<file path="config.mk">
export PLATFORM = sky130hd
export DESIGN_NAME = fetch_decode
export DESIGN_NICKNAME = d
export VERILOG_FILES = /design/src/rtl/fetch_decode.sv
export SDC_FILE = /design/constraint.sdc
export NUM_CORES = 2
export LEC_CHECK = 0
export CORE_UTILIZATION = 56
export CTS_CLUSTER_DIAMETER = 80
export DETAILED_ROUTE_END_ITERATION = 10
export PLACE_DENSITY = 0.77
export SKIP_CTS_REPAIR_TIMING = 1
export SYNTH_ARGS = -nofsm -noshare
export SYNTH_HDL_FRONTEND = slang
export SYNTH_SLANG_ARGS = --single-unit
export TNS_END_PERCENT = 50
</file>
<file path="constraint.sdc">
create_clock -name clk -period 2.28 [get_ports clk]
set_input_delay 0.57 -clock clk [delete_from_list [all_inputs] [get_ports clk]]
set_output_delay 0.57 -clock clk [all_outputs]
set_load 0.01 [all_outputs]
</file>
<file path="src/rtl/fetch_decode.sv">
// fetch_decode: front-end sequencer for the multi-cycle core.
// Holds the PC, fetches from a synchronous-read instruction memory, owns the
// 32x32 register file and steps a fixed FETCH/DECODE/EXEC/WB instruction cycle.
// Optional feature macro: FETCH_DECODE_HALT_EN (opcode 63 halts the core).
module fetch_decode #(
  parameter int          IMEM_AW  = 8,
  parameter logic [31:0] RESET_PC = 32'd0
) (
  input  logic               clk,
  input  logic               rst,
  input  logic               run,
  output logic [IMEM_AW-1:0] imem_addr,
  input  logic [31:0]        imem_data,
  output logic [31:0]        ins,
  output logic [31:0]        pc,
  output logic [31:0]        reg1,
  output logic [31:0]        reg2,
  input  logic [4:0]         wra,
  input  logic [31:0]        result,
  input  logic [31:0]        nextpc,
  output logic [1:0]         phase,
  output logic               retire,
  output logic               halted
);

  typedef enum logic [2:0] {
    S_FETCH  = 3'd0,
    S_DECODE = 3'd1,
    S_EXEC   = 3'd2,
    S_WB     = 3'd3,
    S_HALT   = 3'd4
  } state_t;

  state_t      state_q, state_d;
  logic [31:0] pc_q, pc_d;
  logic [31:0] ins_q, ins_d;
  logic        retire_q, retire_d;
  logic        rf_we;
  logic [31:0] rf_q [0:31];
  logic [4:0]  rs_sel;
  logic [4:0]  rt_sel;
`ifdef FETCH_DECODE_HALT_EN
  logic        halted_q, halted_d;
`endif

  // Next-state, PC, instruction latch and writeback enable for the 4-phase cycle.
  always_comb begin
    state_d  = state_q;
    pc_d     = pc_q;
    ins_d    = ins_q;
    retire_d = 1'b0;
    rf_we    = 1'b0;
`ifdef FETCH_DECODE_HALT_EN
    halted_d = halted_q;
`endif
    case (state_q)
      S_FETCH: begin
        if (run) begin
          state_d = S_DECODE;
        end else begin
          state_d = S_FETCH;
        end
      end
      S_DECODE: begin
        ins_d   = imem_data;
        state_d = S_EXEC;
      end
      S_EXEC: begin
        state_d = S_WB;
      end
      S_WB: begin
`ifdef FETCH_DECODE_HALT_EN
        if (ins_q[31:26] == 6'd63) begin
          // Halt: no writeback, PC frozen, no retire pulse.
          state_d  = S_HALT;
          halted_d = 1'b1;
        end else begin
          rf_we    = (wra != 5'd0);
          pc_d     = nextpc;
          retire_d = 1'b1;
          state_d  = S_FETCH;
        end
`else
        rf_we    = (wra != 5'd0);
        pc_d     = nextpc;
        retire_d = 1'b1;
        state_d  = S_FETCH;
`endif
      end
      S_HALT: begin
        state_d = S_HALT;
      end
      default: begin
        state_d = S_FETCH;
      end
    endcase
  end

  // State registers and register file; reset aborts any writeback in flight.
  always_ff @(posedge clk) begin
    if (rst) begin
      state_q  <= S_FETCH;
      pc_q     <= RESET_PC;
      ins_q    <= 32'd0;
      retire_q <= 1'b0;
`ifdef FETCH_DECODE_HALT_EN
      halted_q <= 1'b0;
`endif
      for (int i = 0; i < 32; i++) begin
        rf_q[i] <= 32'd0;
      end
    end else begin
      state_q  <= state_d;
      pc_q     <= pc_d;
      ins_q    <= ins_d;
      retire_q <= retire_d;
`ifdef FETCH_DECODE_HALT_EN
      halted_q <= halted_d;
`endif
      if (rf_we) begin
        rf_q[wra] <= result;
      end
    end
  end

  // Output decode: ins is a bubble outside EXEC/WB; r0 always reads zero.
  always_comb begin
    if ((state_q == S_EXEC) || (state_q == S_WB)) begin
      ins = ins_q;
    end else begin
      ins = 32'd0;
    end
    rs_sel = ins[25:21];
    rt_sel = ins[20:16];
    if (rs_sel == 5'd0) begin
      reg1 = 32'd0;
    end else begin
      reg1 = rf_q[rs_sel];
    end
    if (rt_sel == 5'd0) begin
      reg2 = 32'd0;
    end else begin
      reg2 = rf_q[rt_sel];
    end
    if (state_q == S_HALT) begin
      phase = 2'd3;
    end else begin
      phase = state_q[1:0];
    end
  end

  assign imem_addr = pc_q[IMEM_AW-1:0];
  assign pc        = pc_q;
  assign retire    = retire_q;
`ifdef FETCH_DECODE_HALT_EN
  assign halted    = halted_q;
`else
  assign halted    = 1'b0;
`endif

endmodule

</file>
Word-level counts from Yosys, hierarchy flattened
Memories as Yosys holds them, arrays and structs flattened.
Index checks and enable logic that the tools add are counted.
{"block": "word_totals", "ff_bits": 68, "latchBits": 0, "ramBits": 1024, "rom_bits": 0, "input_bits": 104, "output_inout_bits": 140, "wordCells": 31, "n_memories": 1}
{"block": "op_classes", "add_sub_neg": 0, "n_mul": 0, "div_mod_pow": 0, "n_lt_le_gt_ge": 0, "eq_ne": 4, "n_shift": 0, "mux": 16, "bitwise": 0, "reduce_logical": 6}
{"memory": "rf_q", "words": 32, "width": 32, "read_ports": 2, "rd_clocked_by_memory_dff": 0, "write_ports": 32, "line": "39", "rtl": "logic [31:0] rf_q [0:31];"}
{"op": "$mux W32", "n": 4}
{"op": "$reduce_or A32 Y1", "n": 1}
{"op": "$pmux W3 S4", "n": 1}
{"op": "$logic_not A5 Y1", "n": 2}
{"op": "$mux W1", "n": 9}
{"op": "$eq A3 B2 Y1 const B", "n": 2}
{"op": "$mux W5", "n": 1}
{"op": "$reduce_bool A5 Y1", "n": 1}
{"op": "$eq A3 B1 Y1 const B", "n": 1}
{"op": "$eq A3 B3 Y1 const B", "n": 1}
{"op": "$logic_not A3 Y1", "n": 1}
{"op": "$mux W2", "n": 1}
{"op": "$logic_or A1 B1 Y1", "n": 1}

Longest topological paths before layout
{"block": "logic_depth", "ltp_word": 7, "mapped_depth": 10, "mapped_depth_nobuf": 6}

Least setup slack after synthesis
Ideal clock, no wire load.
{"block": "synth_path", "path_kind": "reg2out", "start": "reg state_q[2]", "end": "out reg2[10]", "arrival_time_ps": 1941, "required_time_ps": 1710, "slack_ps": -231, "stages_incl_launch_ff": 9, "n_path_buf": 3, "path_cell_list": "dfxtp_1 buf_4 nand3b_1 clkinv_1 nand2b_1 clkbuf_2 clkbuf_1 o22ai_1 a211oi_1"}
{"block": "synth_between", "elab_chain_cells": 5, "elab_cells_between_ends": 7, "cone_classes": "eq/ne: 2; mux: 2; reduce/logical: 2; memory: 1"}
{"item": "start: declaration", "line": "34", "rtl": "state_t state_q, state_d;"}
{"item": "start signal: assignment", "line": "113", "rtl": "state_q <= state_d;"}
{"item": "$eq A3 B2 Y1", "line": "128", "rtl": "if ((state_q == S_EXEC) || (state_q == S_WB)) begin"}
{"item": "$logic_or A1 B1 Y1 *", "line": "128"}
{"item": "$mux W32 *", "line": "128"}
{"item": "net ins[19]", "line": "14", "rtl": "output logic [31:0] ins,"}
{"item": "$mem_v2 Z32 W32 / $logic_not A5 Y1 (equally long branches)"}
{"item": "$mux W32 *", "line": "140", "rtl": "if (rt_sel == 5'd0) begin"}
{"item": "end: declaration", "line": "17", "rtl": "output logic [31:0] reg2,"}
Mark *: on every way through the listed nets, which the timed path passes. The rest lies on a longest branch.

Worst setup path after layout
{"block": "layout_path", "start": "reg ins_q[21]", "end": "out reg1[16]"}
{"block": "layout_between", "elab_chain_cells": 3, "elab_cells_between_ends": 4, "cone_classes": "mux: 2; reduce/logical: 1; memory: 1"}
{"item": "start: declaration", "line": "36", "rtl": "logic [31:0] ins_q, ins_d;"}
{"item": "start signal: assignment", "line": "115", "rtl": "ins_q <= ins_d;"}
{"item": "$mux W32 *", "line": "128"}
{"item": "$mem_v2 Z32 W32 / $logic_not A5 Y1 (equally long branches)"}
{"item": "$mux W32 *", "line": "135", "rtl": "if (rs_sel == 5'd0) begin"}
{"item": "end: declaration", "line": "16", "rtl": "output logic [31:0] reg1,"}
Every way passes the cells marked *; elsewhere a longest branch is shown, timed or not.

==> impl_metrics.py <==
metrics = {
    "hold_path": {
        "min_path_cells": 3,
        "hold_path.class": "in -> reg",
    },
    "timing": {
        "skew_ns": 0.0258,
        "setup_viol": 1892,
        "layout_min_cycle_time_ns": 3.94,
        "rsz0062_at_grt": "true",
        "maxClockFrequency_ghz": 0.254,
        "relSlewSlack": 0.376,
        "worst_pin_slew_ns": 0.936,
        "slew_viol_final": 0,
        "finalCritPeriodShare": 1.73,
        "worst_slack_ns": -1.66,
        "hold_violations": 0,
    },
    "detailed_routing": {
        "viasPerCell": 6.67,
        "vias": 54200,
        "wl_mm": 261,
        "antenna_left": 0,
        "wire_per_inst_um": 32.1,
        "firstDrtPassIters": 11,
        "drtIter0Drc": 8627,
        "drc": 1,
    },
    "synth": {
        "async_flop_share": 0,
        "synth_cell_types": 78,
        "syn_avg_cell_area_um2": 10.8,
        "synth_xor_area_frac": 0.000142,
        "synth_top_area_cell": "edfxtp_1",
        "yosys_warnings": 0,
        "ys_seq_area_frac": 0.519,
        "yosysTopAreaCellShare": 0.497,
        "synth-simple-area-share": 0.188,
        "synth_compound_area_frac": 0.150,
        "synth_edf_count": 1023,
        "synth_cells": 5752,
        "ys.flop_type": "edfxtp_1",
        "synthMuxAreaShare": 0.0877,
        "ys_top_cells_by_area": "edfxtp_1 (50%), and2_1 (10%), mux2i_1 (5.3%)",
        "synth_top_family_by_area": "simple AND/OR/NAND/NOR gates",
        "synthAdderAreaFrac": 0,
        "yosys_register_bits": 1091,
        "syn_area_mm2": 0.0618,
    },
    "floorplanning": {
        "start_util": 0.567,
        "die_w_um": 334,
        "die_h_um": 334,
        "rows": 121,
        "core_mm2": 0.109,
        "die_area_mm2": 0.112,
        "io_pins": 244,
    },
    "worst_setup_path": {
        "path_cells": "buf_12 > buf_4 > mux2i_2 > a21oi_2 > a211oi_4 > a311o_1 > a221oi_2 > buf_2",
        "worst-path-max-fanout": 16,
        "reg2regPathDepth": 10,
        "startpoint_type": "flip-flop",
        "crit_arrival_ns": 3.37,
        "path_class": "reg -> out",
        "setup.worst_path.end_class": "output port",
        "critPathMaxStageDelay_ns": 0.63,
        "cp.required_ns": 1.71,
        "crit_slowest_cell": "a211oi_4",
    },
    "final_layout": {
        "regArea_mm2": 0.0321,
        "num-nets-final": 6658,
        "syn2layout_area_growth_pct": 29.5,
        "layout-drive-gt1-share": 0.273,
        "fillerInstances": 7270,
        "multiInputGateArea_mm2": 0.0285,
        "mostFrequentLayoutCell": "and2_1",
        "final_cell_mix": "and2_1 (1024), edfxtp_1 (1023), buf_4 (724)",
        "final_cells": 8136,
    },
    "power": {
        "p_int_mw": 36.8,
        "switching_share": 0.275,
        "seqPwrFrac": 0.453,
        "p_sw_mw": 14.0,
        "p_comb_frac": 0.172,
        "clockPowerShare": 0.375,
        "leakage_nw": 29.8,
        "power-per-cell-area_mw_per_mm2": 635,
        "peakVddDrop_mv": 0.658,
    },
    "clocking": {
        "htreeDepth": 3,
        "cts_made_buffers": 118,
        "cts_tree": "built",
        "clk_path_buf_depth": 3,
        "worstSkewPairLatency_ns": 0.75,
        "cts.sinks": 1091,
        "clk_pin_slew_ns": 0.07,
        "clock-root-buffer": "clkbuf_16",
    },
    "global_route": {
        "antenna_found_initial": 17,
        "grt_pass1_wl_mm": 352,
        "grt_pass1_vias": 50800,
        "grt_max_degree": 68,
        "grt_use_total": 0.440,
        "grt.overflow.total": 0,
    },
    "outcome": {
        "violations": "design-rule violations, negative setup slack",
        "outcome": "finished, violations left",
    },
    "placement": {
        "gp_congestion": 1.01,
        "pre_cts_ws_ns": -1.77,
        "dpl.cell_count": 7807,
        "dp_hpwl_mm": 172,
        "io_buffers": 242,
    },
    "job": {
        "maxCapViolations": 0,
    },
}
worst max-delay path: cells and delay by family, from the launching register on:
family | cells | cell delay (ns)
AOI/OAI and AO/OA | 4 | 1.27
buffers and inverters | 3 | 0.54
muxes | 1 | 0.30
DFF | 1 | 0.48
Yosys cell counts (9+ instances only):
master        n
o21ai_0     176
clkbuf_1    347
mux2_2       67
o22ai_1      41
a311oi_1     60
or3b_1       19
a221oi_1     78
nor4bb_1     36
a21oi_1     289
a2bb2oi_1    16
a31oi_1     158
or3b_2       17
buf_4        53
a32oi_1      34
nand2_1     442
edfxtp_1   1023
o221ai_1     49
a31o_2       30
o211ai_1     19
nor3_1       13
a311o_1      22
buf_2       178
a221oi_2     13
dfxtp_1      68
or2_2        32
mux4_2       61
buf_6        10
nand3_1      13
nor2b_1     123
a22o_1       47
nand2b_1     68
nor2_1      278
and2_1     1026
a21boi_0     10
a221o_1      10
a211oi_1    148
buf_1        22
inv_1       146
mux2i_1     329
o21bai_1     59
o2111a_1      9
nand3b_1      9
state kept, by name, indices dropped and copies added (netlist names):
register	flops
ins_q	32
pc	32
retire	1
rf_q	1023
state_q	3
routing by layer:
layer  share of wire  up-vias  track usage  routed length [µm]
li1                -    22600            -                   -
met2            0.43     4393        0.647              112000
met4           0.089        4        0.331               23200
met1            0.34    26300        0.542               87700
met5         0.00010        -            0                  26
met3            0.15      982        0.140               38200
power groups by stage:
stage | Combinational (mW) | Clock (mW) | Sequential, mW
floorplan | 3.77 | 0 | 23.2
CTS | 7.64 | 19.0 | 23.0
detailed placement | 7.60 | 0 | 23.4
global placement | 7.51 | 0 | 23.4
finish | 8.75 | 19.1 | 23.0
global route | 8.91 | 19.7 | 23.1
metrics by stage:
step	cell area, µm²	hold WS, ns	TNS [ns]	util	power (mW)
final	80100	0.186	-364.71	0.734	50.8
after global routing	80100	0.203	-396.79	0.734	51.7
after CTS	77100	0.174	-501.60	0.706	49.6
after detailed placement	73300	0.445	-660.51	0.671	31.0
after global placement	73300	0.437	-620.93	0.671	30.9
after floorplan	62600	0.432	-0.532	-	27.0
cell type report:
type                    count  area share
clock inverters            73     0.00784
diodes                      3   0.0000937
inverters                 150     0.00734
flip-flops and latches   1091       0.401
clock buffers             150      0.0393
multi-input cells        3927       0.356
repair buffers           1266       0.166
well taps                1476      0.0231
cells by family after synthesis:
| kind of cell | count (synthesis) |
|---|---|
| other | 1 |
| and+or+nand+nor | 2106 |
| muxes | 457 |
| xor gates and xnor gates | 1 |
| DFF | 1091 |
| AOI/OAI and AO/OA | 1329 |
| buffers and inverters | 767 |
final timing paths:
path / from / endpoint / slack (ns)
hold reg to reg: pc[22] / pc[22] / 0.45
setup / recovery: ins_q[21] / reg1[16] / -1.66
setup reg to reg: state_q[1] / rf_q[23][12] / -0.34
hold / removal: rst / retire / 0.19
(Power assumes the default switching activity.)
